<file path="src/rtl/ps2_key_decoder.sv">
// ps2_key_decoder: host-side PS/2 keyboard receiver.
// Deserialises 11-bit device-clocked frames, tracks the E0/F0 prefixes,
// strobes completed scancodes and keeps level key-state outputs for two keys.
//
// Handshake: oScanValid and oFrameErr are single-cycle strobes with no ready.
// oScanCode, oBreak and oExtended are valid in the oScanValid cycle and hold
// their values until the next strobe. The strobes are never high together.
module ps2_key_decoder #(
    parameter int          TIMEOUT_CYCLES = 50000,
    parameter logic [7:0]  KEY1_CODE      = 8'h16,
    parameter logic [7:0]  KEY2_CODE      = 8'h1E
) (
    input  logic       clk,
    input  logic       iResetn,
    input  logic       PS2_CLK,
    input  logic       PS2_DAT,
    output logic       one_pressed_out,
    output logic       two_pressed_out,
    output logic [7:0] oScanCode,
    output logic       oScanValid,
    output logic       oBreak,
    output logic       oExtended,
    output logic       oFrameErr
);

    localparam int TW = $clog2(TIMEOUT_CYCLES + 1);
    localparam logic [TW-1:0] TO_LAST = TW'(TIMEOUT_CYCLES - 1);

    typedef enum logic [1:0] {
        IDLE   = 2'd0,
        DATA   = 2'd1,
        PARITY = 2'd2,
        STOP   = 2'd3
    } state_t;

    // Synchroniser and edge-detect flops
    logic          clk_s1_q, clk_s2_q, clk_prev_q;
    logic          dat_s1_q, dat_s2_q;

    // Frame and decode state
    state_t        state_q, state_d;
    logic [2:0]    bitcnt_q, bitcnt_d;
    logic [7:0]    shreg_q, shreg_d;
    logic          parity_q, parity_d;
    logic [TW-1:0] to_cnt_q, to_cnt_d;
    logic          ext_q, ext_d;
    logic          brk_q, brk_d;
    logic          one_q, one_d;
    logic          two_q, two_d;
    logic [7:0]    code_q, code_d;
    logic          valid_q, valid_d;
    logic          break_q, break_d;
    logic          extended_q, extended_d;
    logic          err_q, err_d;

    logic          fe;
    logic          frame_good;

    assign fe         = clk_prev_q & ~clk_s2_q;
    assign frame_good = dat_s2_q & (^{shreg_q, parity_q});

    // Two-flop synchronisers on both PS/2 lines plus the previous clock sample
    always_ff @(posedge clk or negedge iResetn) begin
        if (!iResetn) begin
            clk_s1_q   <= 1'b0;
            clk_s2_q   <= 1'b0;
            clk_prev_q <= 1'b0;
            dat_s1_q   <= 1'b0;
            dat_s2_q   <= 1'b0;
        end else begin
            clk_s1_q   <= PS2_CLK;
            clk_s2_q   <= clk_s1_q;
            clk_prev_q <= clk_s2_q;
            dat_s1_q   <= PS2_DAT;
            dat_s2_q   <= dat_s1_q;
        end
    end

    // Frame FSM state register and registered decode outputs
    always_ff @(posedge clk or negedge iResetn) begin
        if (!iResetn) begin
            state_q    <= IDLE;
            bitcnt_q   <= '0;
            shreg_q    <= '0;
            parity_q   <= 1'b0;
            to_cnt_q   <= '0;
            ext_q      <= 1'b0;
            brk_q      <= 1'b0;
            one_q      <= 1'b0;
            two_q      <= 1'b0;
            code_q     <= '0;
            valid_q    <= 1'b0;
            break_q    <= 1'b0;
            extended_q <= 1'b0;
            err_q      <= 1'b0;
        end else begin
            state_q    <= state_d;
            bitcnt_q   <= bitcnt_d;
            shreg_q    <= shreg_d;
            parity_q   <= parity_d;
            to_cnt_q   <= to_cnt_d;
            ext_q      <= ext_d;
            brk_q      <= brk_d;
            one_q      <= one_d;
            two_q      <= two_d;
            code_q     <= code_d;
            valid_q    <= valid_d;
            break_q    <= break_d;
            extended_q <= extended_d;
            err_q      <= err_d;
        end
    end

    // Next-state, frame evaluation and key-state update
    always_comb begin
        state_d    = state_q;
        bitcnt_d   = bitcnt_q;
        shreg_d    = shreg_q;
        parity_d   = parity_q;
        to_cnt_d   = '0;
        ext_d      = ext_q;
        brk_d      = brk_q;
        one_d      = one_q;
        two_d      = two_q;
        code_d     = code_q;
        valid_d    = 1'b0;
        break_d    = break_q;
        extended_d = extended_q;
        err_d      = 1'b0;

        // Inactivity counter only runs while a frame is in flight
        if (state_q != IDLE && !fe) begin
            to_cnt_d = to_cnt_q + 1'b1;
        end

        case (state_q)
            IDLE: begin
                // A high start bit is noise; ignore it silently
                if (fe && !dat_s2_q) begin
                    state_d  = DATA;
                    bitcnt_d = '0;
                end
            end
            DATA: begin
                if (fe) begin
                    shreg_d[bitcnt_q] = dat_s2_q;
                    bitcnt_d          = bitcnt_q + 1'b1;
                    if (bitcnt_q == 3'd7) begin
                        state_d = PARITY;
                    end
                end
            end
            PARITY: begin
                if (fe) begin
                    parity_d = dat_s2_q;
                    state_d  = STOP;
                end
            end
            STOP: begin
                if (fe) begin
                    state_d = IDLE;
                    if (!frame_good) begin
                        err_d = 1'b1;
                        ext_d = 1'b0;
                        brk_d = 1'b0;
                    end else if (shreg_q == 8'hE0) begin
                        ext_d = 1'b1;
                    end else if (shreg_q == 8'hF0) begin
                        brk_d = 1'b1;
                    end else begin
                        valid_d    = 1'b1;
                        code_d     = shreg_q;
                        break_d    = brk_q;
                        extended_d = ext_q;
                        ext_d      = 1'b0;
                        brk_d      = 1'b0;
                        // Extended codes share make codes with plain keys; skip them
                        if (!ext_q && shreg_q == KEY1_CODE) begin
                            one_d = ~brk_q;
                        end
                        if (!ext_q && shreg_q == KEY2_CODE) begin
                            two_d = ~brk_q;
                        end
                    end
                end
            end
            default: state_d = IDLE;
        endcase

        // Abandon a stalled frame; prefix flags survive so the sequence can resume
        if (state_q != IDLE && !fe && to_cnt_q == TO_LAST) begin
            err_d    = 1'b1;
            state_d  = IDLE;
            to_cnt_d = '0;
        end
    end

    assign one_pressed_out = one_q;
    assign two_pressed_out = two_q;
    assign oScanCode       = code_q;
    assign oScanValid      = valid_q;
    assign oBreak          = break_q;
    assign oExtended       = extended_q;
    assign oFrameErr       = err_q;

endmodule
</file>
<file path="config.mk">
export PLATFORM = sky130hd
export DESIGN_NAME = ps2_key_decoder
export DESIGN_NICKNAME = d
export VERILOG_FILES = /design/src/rtl/ps2_key_decoder.sv
export SDC_FILE = /design/constraint.sdc
export NUM_CORES = 1
export LEC_CHECK = 0
export CELL_PAD_IN_SITES_DETAIL_PLACEMENT = 0
export CELL_PAD_IN_SITES_GLOBAL_PLACEMENT = 1
export CORE_UTILIZATION = 50
export CTS_CLUSTER_SIZE = 12
export DETAILED_ROUTE_END_ITERATION = 7
export PLACE_DENSITY_LB_ADDON = 0.1
export SLEW_MARGIN = 5
export SYNTH_ARGS = -nofsm -noshare
export SYNTH_HDL_FRONTEND = slang
export SYNTH_SLANG_ARGS = --single-unit
</file>
<file path="constraint.sdc">
create_clock -name clk -period 5 [get_ports clk]
set_input_delay 1 -clock clk [delete_from_list [all_inputs] [get_ports clk]]
set_output_delay 1 -clock clk [all_outputs]
set_load 0.02 [all_outputs]
</file>
# --- After elaboration in Yosys (flattened, before gate mapping) ---
# Index checks and enable logic that the tools add are counted.
totals:
  word_cells: 99
  out_inout_bits: 14
  ff_bits: 51
  inputBits: 4
op_classes:
  eq_ne: 18
  n_reduce_logical: 22
  mux: 30
  n_addsub: 2
  order_cmp: 2
  n_bitwise: 6
op_table:
  columns: ["operator", "n"]
  rows:
  - ["two-way mux 16 bit", 2]
  - ["inequality test 3 bit, second input constant", 6]
  - ["adder 16 x 1 -> 16 bit, second input constant", 1]
  - ["== test 16 bit, second input constant", 1]
  - ["== test 8 x 5 -> 1 bit, second input constant", 2]
  - ["== test 8 bit, second input constant", 2]
  - ["two-way mux 1 bit", 16]
  - ["two-way mux 2 bit", 6]
  - ["AND reduction 6 bit", 2]
  - ["AND reduction 5 bit", 2]
  - ["AND reduction 3 bit", 3]
  - ["XOR reduction 9 bit", 1]
  - ["bitwise mux 8 bit", 1]
  - ["one-hot mux 2 bit (4 select lines)", 1]
  - ["logical AND 1 bit", 6]
  - ["two-way mux 3 bit", 2]
  - ["inequality test 2 bit, second input constant", 3]
  - ["one-hot mux 3 bit (2 select lines)", 1]
  - ["== test 2 bit, second input constant", 2]
  - ["less-than comparator 3 x 4 -> 1 bit, second input constant", 1]
  - ["inverter 1 bit", 4]
  - ["AND reduction 2 bit", 2]
  - ["nonzero test 2 bit", 2]
  - ["adder 3 x 1 -> 3 bit, second input constant", 1]
  - ["7 further kinds", 10]

# --- Longest topological paths before layout ---
logic_depth:
  depth_word: 7
  ltp_mapped: 7
  ltp_nobuf: 7

# --- Least setup slack after synthesis ---
# No wires, ideal clock.
synth_timing:
  path_kind: "flip-flop to flip-flop"
  start: "register shreg_q[5]"
  end: "register break_q, in the netlist oBreak"
  path_stages_with_launch: 6
  path_slack_ns: 2.879
  t_required_ns: 4.875
  synth_period_minus_slack_ns: 2.121
  path_buffers: 0
  arrival_ns: 1.996
  setup_time_ns: 0.125
  cell_sequence: "dfrtp_1 xnor2_1 xnor2_1 xor2_1 mux2i_2 mux2_2"
synth_via:
  elab_chain_len: 3
  word_cells_on_any_way: 7
  cone_classes: "eq/ne (2); bitwise (3); reduce/logical (2)"
synth_lines:
  columns: ["element", "line", "source"]
  rows:
  - ["start: declaration", "43", "logic [7:0] shreg_q, shreg_d;"]
  - ["start signal: assignment", "99", "shreg_q <= shreg_d;"]
  - ["XOR reduction 9 bit, or another cell as far along", "60", "assign frame_good = dat_s2_q & (^{shreg_q, parity_q});"]
  - ["AND 1 bit or inverter 1 bit (tied branches)", null, null]
  - ["AND reduction 5 bit (no line) *", null, null]
  - ["end signal: assignment", "108", "break_q <= break_d;"]
  - ["end: declaration", "52", "logic break_q, break_d;"]
# Every way passes the cells marked *; elsewhere a longest branch is shown, timed or not.
# A chain may end at the register's enable or synchronous reset.

# --- Worst setup path in the final report ---
layout_timing:
  start: "register shreg_q[5]"
  end: "register code_q[1], in the netlist oScanCode[1]"
layout_via:
  elab_chain_len: 3
  word_cells_on_any_way: 7
  cone_classes: "eq/ne (2); bitwise (3); reduce/logical (2)"
layout_lines:
  columns: ["element", "line", "source"]
  rows:
  - ["XOR reduction 9 bit, or another cell as far along", "60", null]
  - ["AND 1 bit or inverter 1 bit (tied branches)", null, null]
  - ["AND reduction 5 bit (no line) *", null, null]
  - ["end signal: assignment", "106", "code_q <= code_d;"]
  - ["end: declaration", "50", "logic [7:0] code_q, code_d;"]
# Marked as above.

==> summary.md <==
| Metric | Value |
|---|---|
| Status | `completed` |
| TNS Setup | `0 ns` |
| Flops & latches, synth | `51` |
| Post-synth ARST share | `1.00` |
| Fmax | `0.407 GHz` |
| First-pass GRT wire length | `~8100 µm` |
| Syn_nets | `237` |
| H-tree lvl count | `2` |
| Max-slew headroom | `0.258` |
| GRT overflow | `0` |
| Post-CTS Repair Setup Buffers | `0` |
| Ys flop type | `dfrtp_1` |
| CTS max path bufs | `2` |
| Chip width | `71.9 µm` |
| Final setup vio count | `0` |
| I/O pins | `18` |
| Final Critical Period | `roughly 2.5 ns` |
| Syn-to-layout area delta | `13.3%` |
| Number of global-route vias before repair | `about 1700` |
| Num CTS Buffers | `5` |
| Clk_lat worst skew | `about 0.3 ns` |
| Endpoint class of the critical path | `flip-flop` |
| Cell count after synthesis | `225` |
| CTS Hold Bufs | `0` |
| Max Cap Viol | `0` |
| DIE AREA | `between 0.005 and 0.006 mm²` |
| Final ANT Viol Nets | `0` |
| Layout cell share with drive strength beyond 1 | `0.118` |
| Antenna violations before repair | `0` |
| Slew Viols, Final | `0` |
| Vias/cell | `roughly 5.4` |
| Yosys cell types | `36` |
| Fin Hold WS | `between 0.3 and 0.4 ns` |
| Critical path destination | `oScanCode[1]$_DFFE_PN0P_` |
| CP max FO | `9` |
| CTS tree | `yes` |
| GRT Total Usage | `0.206` |
| N_diodes | `0` |
| Post-layout net count | `between 200 and 300` |
| Fin crit share | `0.491` |
| Hold Crit Class | `flip-flop to flip-flop` |
| Yosys warning count | `0` |
| Post-Syn Area | `0.00244 mm²` |
| Port Buffers | `17` |
| DRC viols | `0` |
| Clock root cell | `clkbuf_8` |
| Worst setup path start | `shreg_q[5]$_DFFE_PN0P_` |
| Slew @ Worst Pin | `between 1 and 1.5 ns` |
| Std cell rows | `25` |
| RePlAce Congestion | `approximately 0.84` |
| Clk sinks | `between 50 and 60` |
| PostCTS Resize Cnt | `0` |
| R2R Setup Slk | `around 2.5 ns` |
| CTS clock-pin slew for the worst setup and hold paths | `roughly 0.1 ns` |
| Max Clock Skew | `between 0.009 and 0.01 ns` |
| Final Routed Wirelength | `4610 µm` |
| Largest net degree at the start of global routing | `52` |
| Syn_area_per_cell | `between 10 and 15 µm²` |
| Pwr Density | `around 430 mW/mm²` |
| Post-synth EDFFs | `0` |
| Worst R2R Path Depth | `5` |
| WS Path Type | `flip-flop to flip-flop` |
| Final HPWL DP | `3290 µm` |
| CP arrival | `approximately 2.7 ns` |
| Seq/Total Area, Yosys | `0.523` |
| R2R Path End | `oScanCode[1]$_DFFE_PN0P_` |
| Unrepaired setup endpoints after global routing | `no` |
| Initial DRC Count | `just under 60` |
| Initial Util | `0.517` |
| Leak | `1.19 nW` |
| Core region area | `roughly 0.0047 mm²` |
| Vias post-DR | `1686` |
| Fin. Hold Viols | `0` |
| Crit path launch type | `flip-flop` |
| Reg2reg start | `shreg_q[5]$_DFFE_PN0P_` |
| Req. time, crit path | `about 5.2 ns` |
| First-pass DRT Iterations | `4` |
| Die Ht | `71.9 µm` |
| Maximum VDD drop | `approximately 0.00027 V` |
| Wirelength per Cell | `~15 µm` |
## cells by family (layout without fill, tap and decap cells)
| family | count (synthesis) | in the layout | synth area share |
|---|---|---|---|
| AND/OR/NAND/NOR | 89 | 89 | 0.181 |
| AO/OA/AOI/OAI | 22 | 22 | 0.0610 |
| multiplexers | 20 | 20 | 0.0923 |
| adder cells (fa/ha/maj) | 8 | 8 | 0.0410 |
| flip-flops | 51 | 51 | 0.523 |
| buffers and inverters | 12 | 33 | 0.0190 |
| XOR/XNOR | 23 | 23 | 0.0826 |
## layout by cell type (no fill, tap or decap), drive strengths merged, types with 2 or more instances in the layout
master         instances
clkbuf                 5
a31oi                  4
buf                    2
dfrtp                 51
a21oi                  3
clkinvlp               2
nand2                 15
mux2i                  3
a32o                   2
nor3b                  2
ha                     8
and3                   7
clkdlybuf4s50         16
xor2                   7
nand3b                 2
nand3                 12
or3                    2
o21ai                  6
inv                    7
nor2                  29
mux2                  17
nor3                   6
xnor2                 16
nand4                  3
nor4bb                 2
nor4                   4
o2bb2ai                2
## through the flow
step	setup WS (ns)	area, µm²	power [mW]	instances	utilization
final	2.54	2770	1.18	313	0.585
after global routing	2.39	2770	1.27	313	0.585
after CTS	2.56	2770	1.19	313	0.585
after detailed placement	2.58	2680	0.956	305	0.567
after global placement	2.69	2680	0.933	305	0.567
after floorplan	2.88	2440	0.841	225	-
## synth_stat cells (2+ instances only)
cell type,number,area share
o21ai_0,6,0.012
nor4_1,4,0.010
nor3_1,6,0.012
mux2_2,17,0.078
and3_1,7,0.018
o2bb2ai_1,2,0.0072
a31oi_1,4,0.010
mux2i_1,2,0.0082
nand2_1,15,0.023
nand3_1,12,0.025
a32o_1,2,0.0082
clkbuf_1,4,0.0062
inv_1,7,0.011
nand4_1,3,0.0077
dfrtp_1,51,0.52
nor2_1,29,0.045
nor4bb_1,2,0.0082
a21oi_1,3,0.0062
xor2_1,7,0.025
or3_1,2,0.0051
nand3b_1,2,0.0062
ha_1,8,0.041
nor3b_1,2,0.0062
xnor2_1,16,0.057
## critical path: stages (launching register included)
cell     delay, ns
dfrtp_1       0.45
xnor2_1       0.16
xnor2_1       0.30
xor2_1        0.45
mux2i_2       0.59
mux2_2        0.40
## sequential cells by signal, indices dropped and copies added (netlist names), 2 cells and up
name and cells:
to_cnt_q 16, oScanCode 8, shreg_q 8, bitcnt_q 3, state_q 2
## power by group
group | internal [mW] | switching, mW | total [mW]
registers | 0.471 | 0.0728 | 0.544
logic | 0.170 | 0.233 | 0.402
clock network | 0.0976 | 0.138 | 0.236
total | 0.739 | 0.444 | 1.18
## worst min-delay path by stage
stage	start	endpoint	slack (ns)	depth (start not counted)
floorplan	clk_s1_q$_DFF_PN0_	clk_s2_q$_DFF_PN0_	0.33	0
finish	clk_s1_q$_DFF_PN0_	clk_s2_q$_DFF_PN0_	0.36	0
detailed placement	clk_s1_q$_DFF_PN0_	clk_s2_q$_DFF_PN0_	0.34	0
global placement	dat_s1_q$_DFF_PN0_	dat_s2_q$_DFF_PN0_	0.34	0
CTS	dat_s1_q$_DFF_PN0_	dat_s2_q$_DFF_PN0_	0.37	0
global route	clk_s1_q$_DFF_PN0_	clk_s2_q$_DFF_PN0_	0.37	0
## metal layers
| metal | share of wire | GRT usage | vias to the layer above | wire length (µm) |
|---|---|---|---|---|
| met5 | 0 | 0 | - | 0 |
| met4 | 0.010 | 0.0523 | 0 | 48 |
| met3 | 0.030 | 0.0422 | 7 | 137 |
| met2 | 0.50 | 0.351 | 29 | 2300 |
| met1 | 0.46 | 0.270 | 825 | 2130 |
| li1 | - | - | 825 | - |
## final cells by class
type / instances / area [µm²]
Clock buffer: 5 / 68.8
Tap cell: 67 / 83.8
Clock inverter: 3 / 20.0
Fill cell: 401 / 1960
Timing Repair Buffer: 18 / 173
Multi-Input combinational cell: 162 / 1120
Sequential cell: 51 / 1280
Inverter: 7 / 26.3
(Power assumes the default switching activity.)
